### config.mk
export PLATFORM = sky130hd
export DESIGN_NAME = ram_dma
export DESIGN_NICKNAME = d
export VERILOG_FILES = /design/src/rtl/ram_dma_pkg.sv /design/src/rtl/ram_dma.sv
export SDC_FILE = /design/constraint.sdc
export NUM_CORES = 1
export LEC_CHECK = 0
export ABC_AREA = 1
export BUFFER_PORTS_ARGS = -buffer_cell sky130_fd_sc_hd__buf_4
export CORE_MARGIN = 10
export CORE_UTILIZATION = 55
export CTS_BUF_LIST = sky130_fd_sc_hd__clkbuf_4 sky130_fd_sc_hd__clkbuf_8 sky130_fd_sc_hd__clkbuf_16
export CTS_CLUSTER_SIZE = 30
export DETAILED_ROUTE_END_ITERATION = 7
export GPL_ROUTABILITY_DRIVEN = 0
export PLACE_DENSITY = 0.76
export REMOVE_ABC_BUFFERS = 1
export SLEW_MARGIN = 30
export SYNTH_ARGS = -nofsm -noshare
export SYNTH_HDL_FRONTEND = slang
export SYNTH_SLANG_ARGS = --single-unit
export TNS_END_PERCENT = 10
### constraint.sdc
create_clock -name clk -period 2.7 [get_ports clk]
set_input_delay 0.27 -clock clk [delete_from_list [all_inputs] [get_ports clk]]
set_output_delay 0.27 -clock clk [all_outputs]
set_load 0.02 [all_outputs]
### src/rtl/ram_dma_pkg.sv
// Shared types for the RAM DMA initiator: FSM state encoding and command mode values.
package ram_dma_pkg;

   typedef enum logic [2:0] {
      IDLE,
      READ,
      WRITE,
      FILL,
      DONE
   } state_t;

   localparam logic MODE_COPY = 1'b0;
   localparam logic MODE_FILL = 1'b1;

endpackage

### src/rtl/ram_dma.sv
// Single-port RAM initiator: fills a region with a constant or memmoves one region to another.
// Owns the RAM port while busy; addresses wrap modulo the RAM depth.
module ram_dma
   import ram_dma_pkg::*;
#(
   parameter int DWIDTH = 16,
   parameter int AWIDTH = 3
) (
   input  logic              clk,
   input  logic              reset,
   input  logic              start,
   input  logic              mode,
   input  logic [AWIDTH-1:0] src,
   input  logic [AWIDTH-1:0] dst,
   input  logic [AWIDTH:0]   count,
   input  logic [DWIDTH-1:0] fill_value,
   output logic              busy,
   output logic              done,
   output logic              ram_we,
   output logic [AWIDTH-1:0] ram_addr,
   output logic [DWIDTH-1:0] ram_wdata,
   input  logic [DWIDTH-1:0] ram_rdata
);

   state_t              state, state_next;
   logic [AWIDTH-1:0]   src_ptr, dst_ptr;
   logic [AWIDTH:0]     remaining;
   logic [DWIDTH-1:0]   hold, fill_q;
   logic                down;
   logic [AWIDTH-1:0]   last_addr;
   logic [DWIDTH-1:0]   last_wdata;

   // Copy must run backwards when the destination starts inside the source window.
   logic [AWIDTH-1:0]   diff;
   logic                start_down;
   assign diff       = dst - src;
   assign start_down = (mode == MODE_COPY) && (diff != '0) && ({1'b0, diff} < count);

   function automatic logic [AWIDTH-1:0] step(input logic [AWIDTH-1:0] p, input logic dec);
      return dec ? p - AWIDTH'(1) : p + AWIDTH'(1);
   endfunction

   // NOTE: every output gets a default before the case so no path leaves it unassigned (no latch).
   always_comb begin
      state_next = state;
      busy       = 1'b0;
      done       = 1'b0;
      ram_we     = 1'b0;
      ram_addr   = last_addr;
      ram_wdata  = last_wdata;
      case (state)
         IDLE, DONE: begin
            done       = (state == DONE);
            state_next = IDLE;
            if (start) begin
               if (count == '0)
                  state_next = DONE;
               else if (mode == MODE_FILL)
                  state_next = FILL;
               else
                  state_next = READ;
            end
         end
         READ: begin
            busy       = 1'b1;
            ram_addr   = src_ptr;
            state_next = WRITE;
         end
         WRITE: begin
            busy       = 1'b1;
            ram_we     = 1'b1;
            ram_addr   = dst_ptr;
            ram_wdata  = hold;
            state_next = (remaining == (AWIDTH+1)'(1)) ? DONE : READ;
         end
         FILL: begin
            busy       = 1'b1;
            ram_we     = 1'b1;
            ram_addr   = dst_ptr;
            ram_wdata  = fill_q;
            state_next = (remaining == (AWIDTH+1)'(1)) ? DONE : FILL;
         end
         default: state_next = IDLE;
      endcase
   end

   // NOTE: sequential state uses non-blocking assignments so every register samples pre-edge values.
   always_ff @(posedge clk) begin
      if (reset) begin
         state      <= IDLE;
         src_ptr    <= '0;
         dst_ptr    <= '0;
         remaining  <= '0;
         hold       <= '0;
         fill_q     <= '0;
         down       <= 1'b0;
         last_addr  <= '0;
         last_wdata <= '0;
      end else begin
         state      <= state_next;
         last_addr  <= ram_addr;
         last_wdata <= ram_wdata;
         case (state)
            IDLE, DONE: begin
               if (start) begin
                  remaining <= count;
                  fill_q    <= fill_value;
                  down      <= start_down;
                  if (start_down) begin
                     src_ptr <= src + count[AWIDTH-1:0] - AWIDTH'(1);
                     dst_ptr <= dst + count[AWIDTH-1:0] - AWIDTH'(1);
                  end else begin
                     src_ptr <= src;
                     dst_ptr <= dst;
                  end
               end
            end
            READ: hold <= ram_rdata;
            WRITE: begin
               src_ptr   <= step(src_ptr, down);
               dst_ptr   <= step(dst_ptr, down);
               remaining <= remaining - (AWIDTH+1)'(1);
            end
            FILL: begin
               dst_ptr   <= step(dst_ptr, 1'b0);
               remaining <= remaining - (AWIDTH+1)'(1);
            end
            default: ;
         endcase
      end
   end

endmodule

==> metrics.cfg, run 1 <==
[outcome]
outcome=completed

[cts]
clockBufferDepth=2
cts_made_buffers=9
cts-hold-fix-buffers=0
htreeDepth=3
clock-sinks=65
cts_setup_buffers=0
cts_root_buf=clkbuf_8
clk_latency_ns=0.34
cts_tree=done
cts-resized-gates=1
clkTransAtPathRegs_ns=0.07

[setup_path]
end_kind=output pin
timing.rr.start=state[2]
worst-path-max-fanout=14
critical_path.startpoint=state[2]
cp.arrival_ns=2.21
required_ns=2.43
critPathSlowestCell=nor2_2
rrSetupSlack_ns=0.80
cp_cell_sequence=inv_1 > nand2_1 > nor2_2 > inv_1 > o221ai_1 > buf_4
crit_path_start_kind=register
path_buf_inv=3
critPathTopFamily=buffers and inverters
slowest_delay_ns=0.43
critical_path_class=reg -> out
crit_top_cell=inv_1

[timing]
rsz0062_at_grt=no
finalCriticalPeriod_ns=2.48
fmax_mhz=404
hold_violations=0
fin_tns_setup_ns=0
worst_pin_slew_ns=0.861
setup_viol=0
report.final.slew_viol_count=0
min_period_over_period_pct=91.8
finClkSkew_ns=0.0113
relSlewSlack_pct=42.5

[synthesis]
ys.flop_type=dfxtp_1
synthCells=469
ys_seq_area_share_pct=40.0
async_reset_ff_share_pct=0
synth_compound_area_share_pct=15.1
synth_edf_count=0
synth-simple-area-share_pct=27.5
synth_most_common_cell=nand2_1
synthAdderAreaFrac_pct=6.22
synth_xor_area_share_pct=1.34
synth_area_leaders=dfxtp_1, nand2_1, nor2_1
synth.top_cell.area_share_pct=40.0
synth_top_family_by_area=simple AND/OR/NAND/NOR gates
ys_types=28
yosysWarnings=0
netlist_area_sq_um=3260
synth_commonest_cells=nand2_1, dfxtp_1, nor2_1
ys_seq_elements=65
avgSynthCellArea_sq_um=6.94
synth.area.mux_share_pct=0
synth_top_area_cell=dfxtp_1

[power_and_ir_drop]
finalPower_mw=2.56
power_density_nw_per_um2=641
ir_worst_vdd_uv=453
p_leak_nw=1.96

[final_layout]
diodes=0
syn_to_final_growth_pct=22.8
fill_cells=518
layout.nets=595
drive_above_1_share_pct=18.6
design_area_sq_um=4000
instances_no_fill=611

[place]
dp.cells=595
placed_cell_area_sq_um=3800
io_buffers=67
dp_hpwl_um=6130

[floorplan]
start_util_pct=57.7
num_rows=27
die_w_um=97.0
core_area_sq_um=5640
die_h_um=97.0
ioPinCount=68
dieArea_sq_um=9400

[detailed_routing]
drt_iter0_markers=196
viasPerCell=5.32
drc=0
vias=3252
firstDrtPassIters=5
wl_per_cell_um=14.1
wl_um=8610
ant_nets=0

[global_routing]
grt_max_degree=31
grt_overflow=0
grt_first_pass_wirelength_um=14400
track_usage_pct=17.8
grt_antenna_before_repair=0
grt_pass1_vias=3082

[run]
cap_violations=0

[min_path]
hp-start=ram_rdata[11]
hp-class=in -> reg

stage by stage:
step	util, %	hold slack, ns	setup slack [ns]
floorplan	-	0.339	0.478
global placement	67.3	0.439	0.224
global route	70.9	0.143	0.000572
detailed placement	67.3	0.446	0.0976
finish	70.9	0.143	0.223
CTS	70.9	0.139	0.210
sequential cells by signal, indices dropped and copies added (netlist names):
register and cells:
fill_q 16, hold 16, last_wdata 16, remaining 4
dst_ptr 3, last_addr 3, src_ptr 3, state 3
down 1
cell families after synthesis:
logic type | Yosys count
AOI/OAI and AO/OA | 88
adders and majority gates | 15
buffers and inverters | 81
xor gates and xnor gates | 5
DFF | 65
and+or+nand+nor | 215
placed cells by master, fill, tap and decap left out, types with 2 or more instances in the layout:
cell type and count:
nor2_1 62, clkinvlp_4 2, xor2_1 2, buf_4 71
inv_2 4, o221ai_1 2, inv_1 60, clkinv_2 2
a31oi_1 12, o211ai_1 7, o22ai_1 4, nand2_1 111
ha_1 13, clkbuf_8 10, a21oi_1 19, nand3_1 25
nand3_2 2, nand4_1 7, dfxtp_1 65, xnor2_1 3
fa_1 2, nor2_2 3, o21ai_0 43
metal layers:
metal  routed length (um)  part of all wire, %  track usage [%]
met3                  682                  7.9             6.39
met5                    0                    0                0
met2                 3970                   46             28.2
met1                 3860                   45             22.4
met4                   93                  1.1             3.95
power by group:
part           leakage [nW]  internal (mW)  switching (mW)
combinational          1.33          0.240           0.384
clock                0.0987          0.458           0.372
sequential            0.533           1.06          0.0506
worst register-to-register path, cell delays in order, from the launching register on:
cell and delay [ns]:
dfxtp_1 0.38, inv_1 0.10, nand2_1 0.09, nor2_2 0.43
inv_1 0.35, buf_4 0.28, nor2_1 0.11, nor2_1 0.05
worst paths after layout:
check	endpoint	cells after the start
worst max-delay path	ram_addr[1]	6
worst min-delay path	hold[11]	3
worst max register to register	hold[0]	7
worst min register to register	hold[7]	2
area by class of cell:
class | count | area [sq um] | share of cell area, %
Multi-Input combinational cell | 323 | 1640 | 40.9
Clock buffer | 11 | 145 | 3.63
Clock inverter | 5 | 55.1 | 1.38
Timing Repair Buffer | 71 | 533 | 13.3
Tap cell | 72 | 90.1 | 2.25
Inverter | 64 | 240 | 6.01
Sequential cell | 65 | 1300 | 32.5
Note: power is estimated with default switching activity, not from simulation.
==> inputs of run 2 (changes only) <==
--- a/config.mk
+++ b/config.mk
@@ -14,6 +14,7 @@
 export DETAILED_ROUTE_END_ITERATION = 7
 export GPL_ROUTABILITY_DRIVEN = 0
 export PLACE_DENSITY = 0.76
+export RECOVER_POWER = 25
 export REMOVE_ABC_BUFFERS = 1
 export SLEW_MARGIN = 30
 export SYNTH_ARGS = -nofsm -noshare
==> metrics.cfg, run 2 (synthesis gave the netlist of run 1 again) <==
[power_and_ir_drop]
p_leak_nw=1.95  ; -0.64%
finalPower_mw=2.56  ; -0.22%
ir_worst_vdd_uv=454  ; +0.36%
power_density_nw_per_um2=641  ; +0.12%

[floorplan]
die_w_um=97.0  ; unchanged
num_rows=27  ; unchanged
ioPinCount=68  ; unchanged
start_util_pct=57.7  ; unchanged
dieArea_sq_um=9400  ; unchanged
core_area_sq_um=5640  ; unchanged
die_h_um=97.0  ; unchanged

[setup_path]
required_ns=2.43  ; about the same
crit_path_start_kind=register
critical_path.startpoint=state[2]
rrSetupSlack_ns=0.68  ; -0.12 ns
crit_end=ram_addr[0]
critical_path_class=reg -> out
worst-path-max-fanout=14  ; unchanged
timing.rr.start=state[2]
ff2ff_path_depth=6  ; -1
r2r_end=remaining[3]
end_kind=output pin
cp.arrival_ns=2.23  ; +0.02 ns

[timing]
hold_violations=0  ; unchanged
finalCriticalPeriod_ns=2.50  ; +0.0223 ns
worst_pin_slew_ns=0.893  ; +0.0322 ns
finClkSkew_ns=0.0119  ; +0.000667 ns
setup_viol=0  ; unchanged
min_period_over_period_pct=92.6  ; +0.83 points
fmax_mhz=400  ; -0.89%
fin_tns_setup_ns=0  ; unchanged
report.final.slew_viol_count=0  ; unchanged
relSlewSlack_pct=40.4  ; -2.1 points
rsz0062_at_grt=no

[place]
io_buffers=67  ; unchanged
dp_hpwl_um=6130  ; unchanged

[detailed_routing]
wl_per_cell_um=14.1  ; unchanged
wl_um=8610  ; unchanged
drc=0  ; unchanged
drt_iter0_markers=177  ; -9.7%
viasPerCell=5.27  ; -0.89%
firstDrtPassIters=4  ; -1
vias=3223  ; -0.89%
ant_nets=0  ; unchanged

[outcome]
outcome=completed

[cts]
clkTransAtPathRegs_ns=0.07  ; about the same
cts_root_buf=clkbuf_8
htreeDepth=3  ; unchanged
cts_setup_buffers=0  ; unchanged
clk_latency_ns=0.34  ; about the same
cts_tree=done
clockBufferDepth=2  ; unchanged
clock-sinks=65  ; unchanged
cts_made_buffers=9  ; unchanged

[final_layout]
reg.largest.list=fill_q x16, hold x16, last_wdata x16
layout.nets=595  ; unchanged
layout_common_cells=nand2_1, buf_4, dfxtp_1, nor2_1, inv_1
drive_above_1_share_pct=17.6  ; -0.93 points
final_common_cell=nand2_1
diodes=0  ; unchanged
syn_to_final_growth_pct=22.4

[global_routing]
grt_max_degree=31  ; unchanged
grt_antenna_before_repair=0  ; unchanged
grt_pass1_vias=3082  ; unchanged
grt_first_pass_wirelength_um=14400  ; unchanged
grt_overflow=0  ; unchanged
track_usage_pct=17.8  ; unchanged

[min_path]
hp-class=in -> reg

[run]
cap_violations=0  ; unchanged

-- run 2: worst max-delay path, cell delays in order, from the launching register on --
cell	delay (ns)
dfxtp_1	0.38
inv_1	0.10
nand2_1	0.09
nor2_2	0.43
inv_1	0.36
o211ai_1	0.34
buf_4	0.20
-- run 2: how the worst min path moves through the flow --
stage               cells after the start      endpoint  slack (ns)     startpoint
floorplan                               1  remaining[1]        0.34          reset
global placement                        2       hold[1]        0.44        hold[1]
detailed placement                      2       hold[1]        0.45        hold[1]
CTS                                     3      hold[11]        0.14  ram_rdata[11]
global route                            3      hold[10]        0.14  ram_rdata[10]
finish                                  3      hold[11]        0.15  ram_rdata[11]
-- run 2: metrics by stage --
stage | area (sq um) | hold WS [ns] | setup slack (ns) | util, % | cells
global route | 3990 | 0.143 | 0.000993 | 70.7 | 611
detailed placement | 3800 | 0.446 | 0.0976 | 67.3 | 595
finish | 3990 | 0.147 | 0.200 | 70.7 | 611
CTS | 4000 | 0.139 | 0.210 | 70.9 | 611
global placement | 3800 | 0.439 | 0.224 | 67.3 | 595
floorplan | 3170 | 0.339 | 0.478 | - | 452
-- run 2: final cells by class --
type | count | area [sq um]
clock inverters | 5 | 55.1
multi-input cells | 323 | 1630
repair buffers | 71 | 522
well taps | 72 | 90.1
flip-flops and latches | 65 | 1300
inverters | 64 | 240
fillers | 523 | 1660
clock buffers | 11 | 145
-- run 2: routing by layer --
metal / part of all wire [%] / global-route usage (%) / vias to the layer above
met5: 0 / 0 / -
met4: 0.51 / 3.95 / 0
met1: 46 / 22.4 / 1491
met3: 6.7 / 6.39 / 8
li1: - / - / 1642
met2: 47 / 28.2 / 82
-- run 2: power breakdown --
group	total, mW	switching [mW]	internal, mW
combinational	0.620	0.385	0.235
clock	0.829	0.370	0.458
sequential	1.11	0.0503	1.06
-- run 2: what timing repair did --
item,in CTS,in global routing
resized for setup,1,0
endpoints found under the setup margin,3,0
hold buffers,0,0
==> inputs of run 3 (changes only) <==
--- a/config.mk
+++ b/config.mk
@@ -7,6 +7,7 @@
 export LEC_CHECK = 0
 export ABC_AREA = 1
 export BUFFER_PORTS_ARGS = -buffer_cell sky130_fd_sc_hd__buf_4
+export CORE_ASPECT_RATIO = 1.5
 export CORE_MARGIN = 10
 export CORE_UTILIZATION = 55
 export CTS_BUF_LIST = sky130_fd_sc_hd__clkbuf_4 sky130_fd_sc_hd__clkbuf_8 sky130_fd_sc_hd__clkbuf_16
==> metrics.cfg, run 3 (synthesis gave the netlist of run 1 again) <==
[timing]
fin_tns_setup_ns=0  ; unchanged
rsz0062_at_grt=no
hold_violations=0  ; unchanged
relSlewSlack_pct=43.6  ; +3.2 points
fmax_mhz=417  ; +4.4%
finalCriticalPeriod_ns=2.40  ; -0.104 ns
report.final.slew_viol_count=0  ; unchanged
min_period_over_period_pct=88.7  ; -3.9 points
finClkSkew_ns=0.0101  ; -0.00181 ns
fin_hold_ws_ns=0.142  ; -0.00469 ns
worst_pin_slew_ns=0.845  ; -0.0481 ns
setup_viol=0  ; unchanged

[final_layout]
final_common_cell=nand2_1
syn_to_final_growth_pct=23.0
diodes=0  ; unchanged
fill_cells=541  ; +3.4%
layout.nets=597  ; +0.34%
layout_common_cells=nand2_1, buf_4, dfxtp_1, nor2_1, inv_1
reg.largest.list=fill_q x16, hold x16, last_wdata x16
drive_above_1_share_pct=18.1  ; +0.49 points

[power_and_ir_drop]
p_leak_nw=1.96  ; +0.63%
finalPower_mw=2.57  ; +0.35%
power_density_nw_per_um2=641  ; -0.12%
ir_worst_vdd_uv=452  ; -0.47%

[cts]
clk_latency_ns=0.34  ; about the same
cts_made_buffers=9  ; unchanged
clkTransAtPathRegs_ns=0.07  ; about the same
cts-resized-gates=0  ; -1
cts_setup_buffers=0  ; unchanged
cts-hold-fix-buffers=0  ; unchanged
htreeDepth=3  ; unchanged
clockBufferDepth=2  ; unchanged
cts_root_buf=clkbuf_8
clock-sinks=65  ; unchanged
cts_tree=done

[detailed_routing]
drc=0  ; unchanged
vias=3248  ; +0.78%
wl_per_cell_um=14.4  ; +2.1%
viasPerCell=5.30  ; +0.45%
ant_nets=0  ; unchanged
drt_iter0_markers=160  ; -9.6%
firstDrtPassIters=4  ; unchanged
wl_um=8810  ; +2.4%

[run]
cap_violations=0  ; unchanged

[setup_path]
rrSetupSlack_ns=0.75  ; +0.07 ns
cp.arrival_ns=2.13  ; -0.10 ns
critical_path_class=reg -> out
end_kind=output pin
required_ns=2.43  ; about the same
crit_path_start_kind=register
worst-path-max-fanout=14  ; unchanged

[floorplan]
die_w_um=82.8  ; -15%
core_area_sq_um=5790  ; +2.6%
die_h_um=114  ; +18%
num_rows=34  ; +26%
ioPinCount=68  ; unchanged
start_util_pct=56.3  ; -1.4 points
dieArea_sq_um=9460  ; +0.68%

[global_routing]
track_usage_pct=18.6  ; +0.85 points
grt_first_pass_wirelength_um=14700  ; +2.5%
grt_max_degree=28  ; -9.7%
grt_antenna_before_repair=0  ; unchanged
grt_overflow=0  ; unchanged
grt_pass1_vias=3231  ; +4.8%

[place]
io_buffers=67  ; unchanged
dp_hpwl_um=6610  ; +7.9%

[min_path]
hp-class=in -> reg

[outcome]
outcome=completed

-- run 3: layer usage --
metal	routed length (um)	up-vias	global-route usage, %
li1	-	1650	-
met1	3470	1504	19.1
met2	4680	75	34.1
met3	413	19	4.70
met4	249	0	9.45
met5	0	-	0
-- run 3: layout make-up --
type / instances / area [sq um] / area share, %
well taps: 72 / 90.1 / 2.25
flip-flops and latches: 65 / 1300 / 32.5
clock inverters: 5 / 55.1 / 1.37
multi-input cells: 323 / 1630 / 40.8
inverters: 64 / 240 / 6.00
repair buffers: 73 / 541 / 13.5
clock buffers: 11 / 145 / 3.62
-- run 3: critical path, stage by stage, from the launching register on --
cell and delay [ns]:
dfxtp_1 0.37, inv_1 0.10, nand2_1 0.09, nor2_2 0.46
inv_1 0.27, o221ai_1 0.29, buf_4 0.20
-- run 3: power by group --
part | leakage (nW) | internal [mW] | switching, mW | total (mW)
clock | 0.0987 | 0.458 | 0.370 | 0.828
combinational | 1.33 | 0.243 | 0.386 | 0.629
sequential | 0.533 | 1.06 | 0.0518 | 1.11
total | 1.96 | 1.76 | 0.808 | 2.57
-- run 3: per-stage QoR --
step	worst slack (ns)	instance area [sq um]	util [%]	instances
2_1_floorplan	0.478	3170	-	452
3_3_place_gp	0.288	3810	65.9	597
3_5_place_dp	0.156	3810	65.9	597
4_1_cts	0.0335	4010	69.4	613
5_1_grt	0.138	4010	69.2	613
6_report	0.305	4010	69.2	613
-- run 3: final timing paths --
path / start / end / depth (start not counted)
setup / recovery: state[2] / ram_addr[2] / 6
hold / removal: ram_rdata[3] / hold[3] / 3
setup reg to reg: state[2] / remaining[1] / 6
hold reg to reg: hold[7] / hold[7] / 2
